## src/rtl/seq_magnitude_comparator.sv

```systemverilog
// Multi-cycle MSB-first magnitude comparator, DIGIT bits per clock, with early exit
// on the first differing slice and optional two's-complement mode.
module seq_magnitude_comparator #(
  parameter int unsigned WIDTH = 8,
  parameter int unsigned DIGIT = 2
) (
  input  logic             clk,
  input  logic             rst,
  input  logic             start,
  input  logic             signed_mode,
  input  logic [WIDTH-1:0] a,
  input  logic [WIDTH-1:0] b,
  output logic             busy,
  output logic             done,
  output logic             gt,
  output logic             eq,
  output logic             lt
);

  localparam int unsigned N  = WIDTH / DIGIT;
  localparam int unsigned CW = (N > 1) ? $clog2(N) : 1;

  typedef enum logic [1:0] {
    IDLE = 2'd0,
    CMP  = 2'd1,
    DONE = 2'd2
  } state_t;

  state_t           state, state_next;
  logic [WIDTH-1:0] sa, sb, sa_next, sb_next;
  logic [CW-1:0]    cnt, cnt_next;
  logic             gt_next, eq_next, lt_next;
  logic [DIGIT-1:0] top_a, top_b;

  assign top_a = sa[WIDTH-1 -: DIGIT];
  assign top_b = sb[WIDTH-1 -: DIGIT];

  // Next-state, operand shift and flag update
  always_comb begin
    state_next = state;
    sa_next    = sa;
    sb_next    = sb;
    cnt_next   = cnt;
    gt_next    = gt;
    eq_next    = eq;
    lt_next    = lt;
    case (state)
      IDLE, DONE: begin
        if (start) begin
          // Flipping the sign bit maps two's-complement order onto unsigned order
          sa_next    = {a[WIDTH-1] ^ signed_mode, a[WIDTH-2:0]};
          sb_next    = {b[WIDTH-1] ^ signed_mode, b[WIDTH-2:0]};
          cnt_next   = '0;
          gt_next    = 1'b0;
          eq_next    = 1'b0;
          lt_next    = 1'b0;
          state_next = CMP;
        end else begin
          state_next = IDLE;
        end
      end
      CMP: begin
        if (top_a > top_b) begin
          gt_next    = 1'b1;
          state_next = DONE;
        end else if (top_a < top_b) begin
          lt_next    = 1'b1;
          state_next = DONE;
        end else if (cnt == CW'(N - 1)) begin
          eq_next    = 1'b1;
          state_next = DONE;
        end else begin
          sa_next  = sa << DIGIT;
          sb_next  = sb << DIGIT;
          cnt_next = cnt + CW'(1);
        end
      end
      default: state_next = IDLE;
    endcase
  end

  // State and registered outputs
  always_ff @(posedge clk) begin
    if (rst) begin
      state <= IDLE;
      sa    <= '0;
      sb    <= '0;
      cnt   <= '0;
      gt    <= 1'b0;
      eq    <= 1'b0;
      lt    <= 1'b0;
      busy  <= 1'b0;
      done  <= 1'b0;
    end else begin
      state <= state_next;
      sa    <= sa_next;
      sb    <= sb_next;
      cnt   <= cnt_next;
      gt    <= gt_next;
      eq    <= eq_next;
      lt    <= lt_next;
      busy  <= (state_next == CMP);
      done  <= (state_next == DONE);
    end
  end

endmodule

```

## config.mk

```make
export PLATFORM = sky130hd
export DESIGN_NAME = seq_magnitude_comparator
export DESIGN_NICKNAME = d
export VERILOG_FILES = /design/src/rtl/seq_magnitude_comparator.sv
export SDC_FILE = /design/constraint.sdc
export NUM_CORES = 1
export LEC_CHECK = 0
export BUFFER_PORTS_ARGS = -buffer_cell sky130_fd_sc_hd__buf_2
export CAP_MARGIN = 0
export CORE_MARGIN = 4
export CORE_UTILIZATION = 46
export CTS_CLUSTER_DIAMETER = 30
export DETAILED_ROUTE_END_ITERATION = 6
export PLACE_DENSITY = 0.79
export REMOVE_ABC_BUFFERS = 1
export SYNTH_ARGS = -nofsm -noshare
export SYNTH_HDL_FRONTEND = slang
export SYNTH_SLANG_ARGS = --single-unit
```

## constraint.sdc

```tcl
create_clock -name clk -period 1.87 [get_ports clk]
set_clock_uncertainty 0.05 [all_clocks]
set_input_delay 0.0935 -clock clk [delete_from_list [all_inputs] [get_ports clk]]
set_output_delay 0.0935 -clock clk [all_outputs]
set_load 0.05 [all_outputs]
```

==> out/results.txt <==
Summed over all cells, the static leakage comes to 0.618 nW. The critical path ends at sa[6]. The total power draw is 1.29 mW, and the share of the cycle needed by the critical path after routing is 88.3%. The final hold slack came out at 0.0199 ns. TritonCTS built the clock tree.

In the post-synthesis netlist, the biggest area contributors are dfxtp_1, mux2i_1, o211ai_1, or3b_1, nand2_1. The most common library cell in the layout ignoring fill and taps was dfxtp_1. STA classifies the critical path startpoint as a flop. The initial antenna violation count came out at 0. The share of synthesized area occupied by flip-flops and latches is 40.4%.

Row generation in the floorplan step produced 18 rows. For the deepest clock path buffer count, the log shows 2. Entering global routing, the biggest net connects 38 pins.

The fraction of final layout cells sized beyond drive strength 1 was 24.1%; the DRC violation count after routing was 0. Counting flops and latches in the post-synthesis netlist gives 25. For the final count of pins violating max slew, the log shows 0. In this run the worst hold path is classified as primary input to flop. At the later pin of the worst-skew pair, clock insertion delay measures 0.33 ns.

The number of unique standard cell types used by synthesis is 31, and the setup slack after placement is 0.253 ns. The synthesized netlist devotes 1.41% of its cell area to XOR and XNOR gates. Counting I/O delays and the setup requirement, the final critical path takes 1.65 ns. The fmax was 0.605 GHz; the arrival time at the worst endpoint was 1.86 ns. The top cell types in the final layout, fill and taps aside, are dfxtp_1, buf_2, nand2_1.

The setup TNS was 0 ns. The total detailed-routing wirelength is 2650 um. The startpoint of the lowest-slack register-to-register path was sa[6].

The first global-routing pass estimated 4340 um of wire. The run gives 17 as the initial detailed-routing violation count. In this run the worst path has a maximum fanout of 15. Pin placement for this block handled 25 I/O pins. The placement-stage cell area came out at 1380 sq um.

By area, the combinational part of the netlist is dominated by simple AND/OR/NAND/NOR gates. The post-synthesis share of cell area spent on and, or, nand and nor gates is 22.4%, and the via count of the routed design is 1047. Measured on the finished design, the core utilization comes to 58.0%.

The cell sitting at the root of the clock tree is a clkbuf_4. The cell area that synthesis handed to floorplanning was 1240 sq um. From synthesis to final layout, the design area changed by 18.1%. The effective utilization at floorplan came out at 49.2%. Setup repair after global routing left no endpoint under its margin. Once the clock tree was built, the resizer swapped 0 gates to a different size.

The logs give 182 for the final net count and 31.0% for the part of the total power dissipated in combinational logic. The logs give 3590 sq um for the full die area and 49.5% for the part of the total power dissipated in sequential elements. The tools report the count of endpoints failing setup in the final report as 0. The power density of the placed cells works out to 881 nW/um^2.

The area of the core region is 2520 sq um, and the placer congestion estimate is 0.766. Max-cap violations in this run came to 0. The number of H-tree branching levels was 1; the die height was 59.9 um. The design area was 1460 sq um; the relative contribution of the clock network to total power was 19.6%. Hold violation count in the final report: 0. A synthesized cell averages 9.54 sq um.

Counting the buffers created by CTS gives 3. The die is 59.9 um wide. The tools report the diode insertion count for antenna repair as 0. The portion of synthesized cell area occupied by the leading cell type works out to 40.4%.

The timing startpoint of the critical path was sa[6]. In this run the critical register-to-register path is captured at sa[6]. The synthesized netlist devotes 16.2% of its cell area to compound gates.

The number of nets with antenna violations after routing was 0; the placed instance count was 179. The number of global-route vias before repair is 1006, and the relative slew slack is 62.1%. STA puts the critical path data required time at 2.08 ns. Element type at the critical path end: a flop. The tools report the gate count of the mapped netlist as 130. The run gives 0 as the number of warnings reported in the yosys synthesis log. For this design the total switching power over the nets is 0.429 mW. The detail-routed via count per cell was 5.57. At the pin with the least slew margin, the transition time is 0.568 ns.

The flow ran to the end, and the final reports show no timing, DRC or antenna violations. In this run the tool buffered the top-level ports with 24 buffer cells. Fraction of power spent switching nets: 33.3%. In this run the register-to-register setup slack is 0.22 ns.

Largest area contributor in the netlist: dfxtp_1. Average wire length per cell after detail routing: 14.1 um. The final worst-path setup slack was 0.218 ns; the internal power summed over all cells was 0.861 mW.

After clock tree synthesis, the clock-pin slew on the worst setup and hold paths is 0.15 ns. The clock drives 25 sinks. Kind of critical path: flop to flop. The maximum vdd drop is 0.000553 V, and the arithmetic-cell share of the synthesized area counting full adders, half adders and majority gates is 3.03%. The detailed-router iteration count before antenna repair is 4. The number of standard cells in the layout, taps in and fillers out came out at 188. The logs give 225 for the number of inserted filler cells in the final layout and 0 for the total congestion overflow after global routing. The overall routing resource usage was 16.0%; the path depth of the worst reg2reg path was 6.

The post-synthesis mux area share was 10.5%. The HPWL after detailed placement is 1850 um.
final cells by class:
| type | instances | area (sq um) | share of cell area (%) |
|---|---|---|---|
| multi-input cells | 91 | 664 | 45.4 |
| clock inverters | 1 | 7.51 | 0.513 |
| well taps | 30 | 37.5 | 2.56 |
| repair buffers | 33 | 213 | 14.5 |
| inverters | 5 | 18.8 | 1.28 |
| flip-flops and latches | 25 | 500 | 34.2 |
| clock buffers | 3 | 22.5 | 1.54 |
power by group through the flow:
stage | combinational, mW | clock (mW) | sequential [mW]
floorplan | 0.242 | 0 | 0.674
global placement | 0.375 | 0 | 0.647
detailed placement | 0.390 | 0 | 0.650
CTS | 0.399 | 0.258 | 0.638
global route | 0.433 | 0.278 | 0.646
finish | 0.399 | 0.252 | 0.638
worst min path at each step:
stage / depth (start not counted) / end / slack [ns] / start
6_report: 3 / sb[4] / 0.02 / b[4]
5_1_grt: 3 / sb[4] / 0.03 / b[4]
4_1_cts: 3 / sb[4] / 0.02 / b[4]
3_5_place_dp: 3 / sa[0] / 0.28 / a[0]
3_3_place_gp: 3 / sa[0] / 0.27 / a[0]
2_1_floorplan: 1 / gt / 0.11 / rst
metal layers:
metal	GRT usage [%]	vias up	share of wire, %
met5	0	-	0
met4	5.70	0	1.5
met3	1.73	4	3.4
met2	28.5	19	50
met1	19.5	496	45
li1	-	528	-
critical path: stages, from the launching register on:
cell     delay [ns]
dfxtp_1        0.36
inv_1          0.04
ha_1           0.30
and4b_4        0.23
a31oi_4        0.18
buf_12         0.18
mux2i_1        0.23
synth_stat cells:
master	count
a211oi_1	1
dfxtp_1	25
or3b_2	2
a21oi_1	1
ha_1	3
nor2b_1	2
inv_2	1
a31oi_1	2
inv_1	4
a31oi_4	1
xor2_1	2
o211ai_1	13
mux2i_1	13
o311a_1	2
o21ai_0	4
a31o_2	1
or3b_1	10
buf_6	1
and2b_1	1
nor2_1	3
and4b_4	1
nand2b_1	3
clkbuf_1	4
nand3_1	1
nand2_1	18
buf_8	1
nand4_1	4
nor3_1	1
buf_2	3
o32ai_1	1
and2_1	1
state kept, by name, indices dropped and copies added (netlist names):
register,flops
cnt,2
lt,1
gt,1
sa,8
busy,1
done,1
eq,1
sb,8
state,2
cells by family (layout without fill, tap and decap cells):
group / count (synthesis) / after routing
AOI/OAI and AO/OA: 26 / 26
xor gates and xnor gates: 2 / 2
adders and majority gates: 3 / 3
buffers and inverters: 14 / 42
DFF: 25 / 25
muxes: 13 / 13
and+or+nand+nor: 47 / 47
repair_timing:
item,4_1_cts,5_1_grt
endpoints found under the hold margin,9,0
buffers inserted,0,0
hold buffers,5,0
No activity file was read; power rests on OpenSTA's default activity.
